$ cat src/rtl/matmul_pkg.sv
// Shared definitions for the matrix-multiply sequencer: FSM states, register
// map offsets and CTRL/STATUS bit positions.
package matmul_pkg;

    typedef enum logic [1:0] {
        S_IDLE,
        S_ARM,
        S_RUN,
        S_DONE
    } state_t;

    localparam int CTRL_ADDR   = 0;
    localparam int STATUS_ADDR = 1;
    localparam int A_BASE      = 2;

    // B and C windows move with the matrix size.
    function automatic int b_base(input int max_dim);
        return A_BASE + max_dim;
    endfunction

    function automatic int c_base(input int max_dim);
        return A_BASE + 2 * max_dim;
    endfunction

    localparam int CTRL_START = 0;
    localparam int CTRL_MODE  = 1;
    localparam int CTRL_N     = 2;
    localparam int CTRL_K     = 4;
    localparam int CTRL_M     = 6;

    localparam int ST_BUSY     = 0;
    localparam int ST_DONE     = 1;
    localparam int ST_ERR_BUSY = 2;
    localparam int ST_ERR_TO   = 3;
    localparam int ST_FLAGS    = 4;

endpackage

$ cat src/rtl/matmul_ctrl_regs.sv
// Host-visible operand/result buffers and the registered read mux.
// A rows and B columns map one bus word each; C is one word per element.
module matmul_ctrl_regs
    import matmul_pkg::*;
#(
    parameter int DATA_WIDTH = 8,
    parameter int BUS_WIDTH  = 16,
    parameter int ADDR_WIDTH = 5,
    localparam int MAX_DIM   = BUS_WIDTH / DATA_WIDTH,
    localparam int NE        = MAX_DIM * MAX_DIM
) (
    input  logic                          clk,
    input  logic                          rst,
    input  logic                          wr_en,
    input  logic [ADDR_WIDTH-1:0]         wr_addr,
    input  logic [BUS_WIDTH-1:0]          wr_data,
    input  logic                          wr_allow,
    input  logic                          rd_en,
    input  logic [ADDR_WIDTH-1:0]         rd_addr,
    input  logic [BUS_WIDTH-1:0]          ctrl_word,
    input  logic [BUS_WIDTH-1:0]          status_word,
    input  logic                          capture,
    input  logic [NE*BUS_WIDTH-1:0]       res,
    output logic [BUS_WIDTH-1:0]          rd_data,
    output logic                          rd_valid,
    output logic [NE*DATA_WIDTH-1:0]      a_matrix,
    output logic [NE*DATA_WIDTH-1:0]      b_matrix,
    output logic [NE*BUS_WIDTH-1:0]       c_matrix
);
    localparam int B_BASE = b_base(MAX_DIM);
    localparam int C_BASE = c_base(MAX_DIM);

    logic [MAX_DIM-1:0][BUS_WIDTH-1:0] a_rows;
    logic [MAX_DIM-1:0][BUS_WIDTH-1:0] b_cols;
    logic [NE-1:0][BUS_WIDTH-1:0]      c_elems;
    logic [BUS_WIDTH-1:0]              rd_word;

    // A row-major and B column-major words are already in datapath order.
    assign a_matrix = a_rows;
    assign b_matrix = b_cols;
    assign c_matrix = c_elems;

    always_ff @(posedge clk or posedge rst) begin
        if (rst) begin
            a_rows  <= '0;
            b_cols  <= '0;
            c_elems <= '0;
        end else begin
            if (wr_en && wr_allow) begin
                for (int i = 0; i < MAX_DIM; i++) begin
                    if (wr_addr == ADDR_WIDTH'(A_BASE + i)) a_rows[i] <= wr_data;
                    if (wr_addr == ADDR_WIDTH'(B_BASE + i)) b_cols[i] <= wr_data;
                end
            end
            if (capture) c_elems <= res;
        end
    end

    always_comb begin
        rd_word = '0;
        if (rd_addr == ADDR_WIDTH'(CTRL_ADDR))   rd_word = ctrl_word;
        if (rd_addr == ADDR_WIDTH'(STATUS_ADDR)) rd_word = status_word;
        for (int i = 0; i < MAX_DIM; i++) begin
            if (rd_addr == ADDR_WIDTH'(A_BASE + i)) rd_word = a_rows[i];
            if (rd_addr == ADDR_WIDTH'(B_BASE + i)) rd_word = b_cols[i];
        end
        for (int i = 0; i < NE; i++) begin
            if (rd_addr == ADDR_WIDTH'(C_BASE + i)) rd_word = c_elems[i];
        end
    end

    always_ff @(posedge clk or posedge rst) begin
        if (rst) begin
            rd_data  <= '0;
            rd_valid <= 1'b0;
        end else begin
            rd_valid <= rd_en;
            if (rd_en) rd_data <= rd_word;
        end
    end

endmodule

$ cat src/rtl/matmul_ctrl.sv
// Register-mapped sequencer for the systolic matmul datapath: host writes
// operands and CTRL, the FSM holds start until finish or watchdog abort.
module matmul_ctrl
    import matmul_pkg::*;
#(
    parameter int DATA_WIDTH = 8,
    parameter int BUS_WIDTH  = 16,
    parameter int ADDR_WIDTH = 5,
    parameter int TIMEOUT    = 32,
    localparam int MAX_DIM   = BUS_WIDTH / DATA_WIDTH,
    localparam int NE        = MAX_DIM * MAX_DIM
) (
    input  logic                          clk_i,
    input  logic                          rst_i,
    input  logic                          wr_en_i,
    input  logic [ADDR_WIDTH-1:0]         wr_addr_i,
    input  logic [BUS_WIDTH-1:0]          wr_data_i,
    input  logic                          rd_en_i,
    input  logic [ADDR_WIDTH-1:0]         rd_addr_i,
    output logic [BUS_WIDTH-1:0]          rd_data_o,
    output logic                          rd_valid_o,
    output logic                          irq_o,
    output logic                          mm_start_o,
    output logic                          mm_mode_o,
    output logic [1:0]                    mm_n_dim_o,
    output logic [1:0]                    mm_k_dim_o,
    output logic [1:0]                    mm_m_dim_o,
    output logic [NE*DATA_WIDTH-1:0]      mm_a_matrix_o,
    output logic [NE*DATA_WIDTH-1:0]      mm_b_matrix_o,
    output logic [NE*BUS_WIDTH-1:0]       mm_c_matrix_o,
    input  logic [NE*BUS_WIDTH-1:0]       mm_res_i,
    input  logic [NE-1:0]                 mm_flags_i,
    input  logic                          mm_finish_i
);
    localparam int WD_W = $clog2(TIMEOUT + 2);

    state_t          state, state_nxt;
    logic [WD_W-1:0] wd;
    logic            mode;
    logic [1:0]      n_dim, k_dim, m_dim;
    logic            done, err_busy, err_timeout;
    logic [NE-1:0]   flags;
    logic            busy, ctrl_wr, start_req, start_ok, capture, timed_out;
    logic [BUS_WIDTH-1:0] ctrl_word, status_word;

    assign busy      = (state != S_IDLE);
    assign ctrl_wr   = wr_en_i && (wr_addr_i == ADDR_WIDTH'(CTRL_ADDR));
    assign start_req = ctrl_wr && wr_data_i[CTRL_START];
    assign start_ok  = start_req && !busy;
    assign capture   = (state == S_RUN) && mm_finish_i;
    // Abort lands on the edge TIMEOUT+1 cycles after start rises.
    assign timed_out = (state == S_RUN) && !mm_finish_i && (wd == WD_W'(TIMEOUT));

    always_ff @(posedge clk_i or posedge rst_i) begin
        if (rst_i) state <= S_IDLE;
        else       state <= state_nxt;
    end

    always_comb begin
        state_nxt  = state;
        mm_start_o = 1'b0;
        irq_o      = 1'b0;
        unique case (state)
            S_IDLE: if (start_ok) state_nxt = S_ARM;
            S_ARM:  state_nxt = S_RUN;
            S_RUN: begin
                mm_start_o = 1'b1;
                if (capture || timed_out) state_nxt = S_DONE;
            end
            S_DONE: begin
                irq_o     = 1'b1;
                state_nxt = S_IDLE;
            end
            default: state_nxt = S_IDLE;
        endcase
    end

    always_ff @(posedge clk_i or posedge rst_i) begin
        if (rst_i) begin
            wd          <= '0;
            mode        <= 1'b0;
            n_dim       <= '0;
            k_dim       <= '0;
            m_dim       <= '0;
            done        <= 1'b0;
            err_busy    <= 1'b0;
            err_timeout <= 1'b0;
            flags       <= '0;
        end else begin
            if (state == S_ARM)      wd <= '0;
            else if (state == S_RUN) wd <= wd + 1'b1;
            if (ctrl_wr && !busy) begin
                mode  <= wr_data_i[CTRL_MODE];
                n_dim <= wr_data_i[CTRL_N +: 2];
                k_dim <= wr_data_i[CTRL_K +: 2];
                m_dim <= wr_data_i[CTRL_M +: 2];
            end
            if (start_ok) begin
                done        <= 1'b0;
                err_busy    <= 1'b0;
                err_timeout <= 1'b0;
                flags       <= '0;
            end else if (start_req) begin
                err_busy <= 1'b1;
            end
            if (capture)          flags       <= mm_flags_i;
            if (timed_out)        err_timeout <= 1'b1;
            if (state == S_DONE)  done        <= 1'b1;
        end
    end

    always_comb begin
        ctrl_word                  = '0;
        ctrl_word[CTRL_MODE]       = mode;
        ctrl_word[CTRL_N +: 2]     = n_dim;
        ctrl_word[CTRL_K +: 2]     = k_dim;
        ctrl_word[CTRL_M +: 2]     = m_dim;
        status_word                = '0;
        status_word[ST_BUSY]       = busy;
        status_word[ST_DONE]       = done;
        status_word[ST_ERR_BUSY]   = err_busy;
        status_word[ST_ERR_TO]     = err_timeout;
        status_word[ST_FLAGS +: NE] = flags;
    end

    assign mm_mode_o  = mode;
    assign mm_n_dim_o = n_dim;
    assign mm_k_dim_o = k_dim;
    assign mm_m_dim_o = m_dim;

    matmul_ctrl_regs #(
        .DATA_WIDTH (DATA_WIDTH),
        .BUS_WIDTH  (BUS_WIDTH),
        .ADDR_WIDTH (ADDR_WIDTH)
    ) u_regs (
        .clk         (clk_i),
        .rst         (rst_i),
        .wr_en       (wr_en_i),
        .wr_addr     (wr_addr_i),
        .wr_data     (wr_data_i),
        .wr_allow    (!busy),
        .rd_en       (rd_en_i),
        .rd_addr     (rd_addr_i),
        .ctrl_word   (ctrl_word),
        .status_word (status_word),
        .capture     (capture),
        .res         (mm_res_i),
        .rd_data     (rd_data_o),
        .rd_valid    (rd_valid_o),
        .a_matrix    (mm_a_matrix_o),
        .b_matrix    (mm_b_matrix_o),
        .c_matrix    (mm_c_matrix_o)
    );

endmodule

$ cat config.mk
export PLATFORM = sky130hd
export DESIGN_NAME = matmul_ctrl
export DESIGN_NICKNAME = d
export VERILOG_FILES = /design/src/rtl/matmul_pkg.sv /design/src/rtl/matmul_ctrl_regs.sv /design/src/rtl/matmul_ctrl.sv
export SDC_FILE = /design/constraint.sdc
export NUM_CORES = 1
export LEC_CHECK = 0
export CAP_MARGIN = 20
export CORE_MARGIN = 8
export CORE_UTILIZATION = 50
export DETAILED_ROUTE_END_ITERATION = 10
export PLACE_DENSITY = 0.87
export SYNTH_ARGS = -nofsm -noshare
export SYNTH_HDL_FRONTEND = slang
export SYNTH_SLANG_ARGS = --single-unit
export TNS_END_PERCENT = 30
$ cat constraint.sdc
create_clock -name clk_i -period 10 [get_ports clk_i]
set_clock_uncertainty 0.1 [all_clocks]
set_input_delay 2 -clock clk_i [delete_from_list [all_inputs] [get_ports clk_i]]
set_output_delay 2 -clock clk_i [all_outputs]
set_load 0.01 [all_outputs]
Word level (Yosys, flattened, before mapping) --
Cells that the tools add are included.
Word-level totals: bits in registers 167, input bits 99, output and inout bits 154, logic and storage cells 89
Cells by class: $add $sub $neg 1, eq/ne operators 19, muxes and demuxes 24, reductions and logical operators 25
Operators with widths (number):
- two-way mux 16 bit | 8
- == test 5 x 3 -> 1 bit, second input constant | 6
- == test 5 x 2 -> 1 bit, second input constant | 4
- two-way mux 8 bit | 2
- two-way mux 6 bit | 2
- nonzero test 2 bit | 6
- == test 5 x 4 -> 1 bit, second input constant | 2
- zero test 5 bit | 2
- AND reduction 2 bit | 5
- logical AND 1 bit | 8
- two-way mux 4 bit | 2
- case mux 2 bit (4 select lines) | 1
- two-way mux 1 bit | 7
- adder 6 x 1 -> 6 bit, second input constant | 1
- == test 6 bit, second input constant | 1
- == test 5 x 1 -> 1 bit, second input constant | 1
- == test 2 bit, second input constant | 2
- two-way mux 2 bit | 2
- inequality test 2 bit, second input constant | 2
- == test 2 x 1 -> 1 bit, second input constant | 1
- zero test 1 bit | 2
- zero test 2 bit | 1
- logical OR 1 bit | 1

Logic depth before layout (Yosys ltp) --
depth after elaboration 11, mapped depth 8, gate-level depth less buffers 7

Hierarchy --
Synthesis repeated with hierarchy kept, for this count alone.
Second synthesis, totals: cell total of the unflattened synthesis 707, area, all modules 8378.0 µm²
By module, submodules not included:
- matmul_ctrl_regs | times used 1, cells each 615, area each 7313.3 µm², seq. area each 3628.5 µm²
- matmul_ctrl | times used 1, cells each 92, area each 1064.8 µm², seq. area each 550.5 µm²

Worst setup path before layout --
No wires, ideal clock.
path kind input -> register, start input port rd_addr_i[2], end register u_regs.rd_data[6], setup time 126 ps, arrival time 3424 ps, required time 9774 ps, setup slack 6350 ps, cell stages on the path 7, buffers on the path 2, path through buf_6 -> or4b_4 -> or2_0 -> buf_6 -> o22ai_2 -> nor3_1 -> a221o_1
On the way: word-level cells in the longest chain between the ends 11, elaborated cells between the ends (all ways) 20, classes of those cells eq/ne: 9; mux: 10; reduce/logical: 1
RTL lines:
- start: declaration | line matmul_ctrl.sv:19 | input logic [ADDR_WIDTH-1:0] rd_addr_i,
- zero test 5 bit | line matmul_ctrl_regs.sv:61 | if (rd_addr == ADDR_WIDTH'(CTRL_ADDR)) rd_word = ctrl_word;
- two-way mux 8 bit | line matmul_ctrl_regs.sv:61
- two-way mux 8 bit | line matmul_ctrl_regs.sv:62 | if (rd_addr == ADDR_WIDTH'(STATUS_ADDR)) rd_word = status_word;
- two-way mux 16 bit | line matmul_ctrl_regs.sv:64 | if (rd_addr == ADDR_WIDTH'(A_BASE + i)) rd_word = a_rows[i];
- two-way mux 16 bit | line matmul_ctrl_regs.sv:65 | if (rd_addr == ADDR_WIDTH'(B_BASE + i)) rd_word = b_cols[i];
- two-way mux 16 bit | line matmul_ctrl_regs.sv:64
- two-way mux 16 bit | line matmul_ctrl_regs.sv:65
- two-way mux 16 bit (3 in a row) | line matmul_ctrl_regs.sv:68 | if (rd_addr == ADDR_WIDTH'(C_BASE + i)) rd_word = c_elems[i];
- two-way mux 16 bit * | line matmul_ctrl_regs.sv:68
- end signal: assignment | line matmul_ctrl_regs.sv:78 | if (rd_en) rd_data <= rd_word;
- end: declaration | line matmul_ctrl_regs.sv:24 | output logic [BUS_WIDTH-1:0] rd_data,
Every way passes the cells marked *; elsewhere a longest branch is shown, timed or not. A chain may end at the register's enable or synchronous reset.

Worst setup path in the final report --
start input port rd_addr_i[4], end register u_regs.rd_data[6]
The elaborated chain is that of the path after synthesis.

==> impl_metrics.toml <==
[outcome]
status = "completed"

[yosys]
synth_area_um2 = 7930
ys_seq_elements = 167
async_flop_share_pct = 100
yosys-top-cells-area = "dfrtp_1 53%, mux2_2 20%, a21oi_1 2.1%, o21ai_0 2.0%, nor2_1 1.5%"
synth_common_cells = "167 x dfrtp_1, 142 x mux2_2, 33 x a21oi_1"
yosysMostFrequentCell = "dfrtp_1"
synth_top_area_share_pct = 52.7
ys_warn_count = 0
ys_types = 60
synth_edf_count = 0
syn_nets = 769
synth_flop_cell = "dfrtp_1"
yosysSeqAreaShare_pct = 52.7
avgSynthCellArea_um2 = 11.9
syn_inst = 664
yosysTopAreaCell = "dfrtp_1"

[worst_setup_path]
crit_fanout = 26
arrival_ns = 4.95
end_kind = "flip-flop"
start_kind = "primary input"
startpoint = "rd_addr_i[4]"
cp_data_required_time_ns = 10.21
rr_startpoint = "state[0]$_DFFE_PP0P_"
worstSetupPathType = "primary input to flip-flop"

[placement]
pre_cts_slack_ns = 4.91
gp_congestion = 0.855
dp_hpwl_um = 19000
port_buffers = 252

[timing]
min_period_ns = 4.74
period_share_pct = 47.4
setup_tns_ns = 0
worst_pin_slew_ns = 1.06
hold_violations = 0
rsz0062_at_grt = "no"
max-slew-margin-rel_pct = 29.3
finalMaxSlewViolations = 0
worst_slack_ns = 5.26
finalSetupViolations = 0
max_freq_mhz = 211

[clock_tree]
cts_sinks = 167
cts_tree = "yes"
cts.path.max_buffers = 2
ctsResizeCount = 0
clkTransAtPathRegs_ns = 0.06
clock_latency_ns = 0.43
cts_hold_buffers = 0
post-cts-setup-buffer-count = 0
cts-htree-levels = 4
cts_buffers = 17
cts_root_buffer = "clkbuf_16"

[power]
power_density_nw_per_um2 = 264
p_leak_nw = 4.69
irDropWorstVdd_mv = 0.179

[floorplan]
io_pins = 253
core.rowCount = 46
die-area_um2 = 20200
initial_core_util_pct = 50.5
die_width_um = 142
core_um2 = 15700
die_h_um = 142

[drt]
ant_nets = 0
wl_met2_um = 12500
routed_wirelength_um = 25700
vias_per_cell = 5.84
drt_iter0_drc = 564
met1_length_um = 10600
drc_errors = 0
post_drt_wl_per_cell_um = 22.9
vias = 6568
drtPass1Iterations = 6
top_layer = "met4"
dr_wl_met3_um = 2040

[global_routing]
grt_max_degree = 109
grt_pass1_vias = 6623
grt_first_pass_wirelength_um = 39100
grtUsageTotal_pct = 25.4
gr-total-overflow = 0
antenna_found_initial = 0

[worst_hold_path]
hold_path_class = "flip-flop to flip-flop"
min_from = "done$_DFFE_PP0P_"

[finish]
fill_cells = 1117
postLayoutCoreUtil_pct = 71.1
area_growth_pct = 40.8
layout.nets = 1002
antennaDiodeCount = 0
drive_above_1_share_pct = 22.0

[run]
cap_violations = 0
## kinds of logic after synthesis
kind of cell               count (synthesis)  share of synthesized area, %
muxes                                    147                          20.8
adders and majority gates                  6                         0.946
xor gates and xnor gates                   2                         0.221
DFF                                      167                          52.7
and+or+nand+nor                          139                          9.67
AOI/OAI and AO/OA                        141                          12.4
buffers and inverters                     62                          3.33
## routing by layer
metal  vias up  global-route usage (%)
met4         0                    8.14
met1      3313                    32.3
met2       308                    41.7
met3        33                    6.64
met5         -                       0
li1       2914                       -
## sequential cells by signal, summed over array words and instances, names as in the netlist
register and flops:
u_regs.rd_data 16, u_regs.a_matrix 32, done 1, u_regs.rd_valid 1, err_timeout 1, u_regs.c_matrix 64, flags 4, mm_mode_o 1
u_regs.b_matrix 32, mm_n_dim_o 2, mm_m_dim_o 2, wd 6, mm_k_dim_o 2, err_busy 1, state 2
## critical path: stages
cell and delay [ns]:
clkdlybuf4s50_1 0.89, or4b_4 0.76, or2_0 0.58, o22ai_2 0.29
nor3_1 0.07, a221o_1 0.34
## cells in the final DEF, fill, tap and decap left out, drive strengths merged, types with 8 or more instances in the layout
cell type | synthesis | layout
clkdlybuf4s50 | 0 | 251
dfrtp | 167 | 167
mux2 | 142 | 142
o21ai | 35 | 35
a21oi | 33 | 33
nor2 | 33 | 33
nand2 | 26 | 26
inv | 19 | 19
clkbuf | 21 | 19
or2 | 16 | 16
nand3 | 14 | 14
o21a | 12 | 12
nor3b | 12 | 12
clkinv | 1 | 10
o32ai | 9 | 9
a221oi | 8 | 8
o311a | 8 | 8
## stage by stage
stage / std cells / hold slack, ns / power [W] / cell area (um2)
finish: 1125 / 0.403 / 0.00295 / 11200
global route: 1125 / 0.426 / 0.00308 / 11200
CTS: 1125 / 0.404 / 0.00296 / 11200
detailed placement: 1094 / 0.388 / 0.00229 / 10600
global placement: 1094 / 0.382 / 0.00226 / 10600
floorplan: 664 / 0.344 / 0.00160 / 7930
## final cells by class
cell class / instances / area (um2) / area share, %
Clock inverter: 12 / 154 / 1.38
Clock buffer: 19 / 443 / 3.97
Sequential cell: 167 / 4180 / 37.4
Multi-Input combinational cell: 435 / 3500 / 31.3
Inverter: 20 / 80.1 / 0.717
Timing Repair Buffer: 256 / 2550 / 22.8
Tap cell: 216 / 270 / 2.42
## path summary, 6_finish.rpt
kind,slack (ns),cells after the start,endpoint
max,5.26,6,u_regs.rd_data[6]$_DFFE_PP0P_
min,0.40,1,done$_DFFE_PP0P_
max reg2reg,7.25,6,u_regs.b_matrix[7]$_DFFE_PP0P_
min reg2reg,0.40,1,done$_DFFE_PP0P_
max in group asynchronous,6.43,3,u_regs.b_matrix[9]$_DFFE_PP0P_
min in group asynchronous,2.05,2,u_regs.c_matrix[27]$_DFFE_PP0P_
## report_power, final
part	leakage (nW)	internal (W)	switching [W]
combinational	2.29	0.000667	0.000442
clock	0.296	0.000398	0.000273
sequential	2.11	0.000920	0.000249
total	4.69	0.00198	0.000963
No activity file was read; power rests on OpenSTA's default activity.
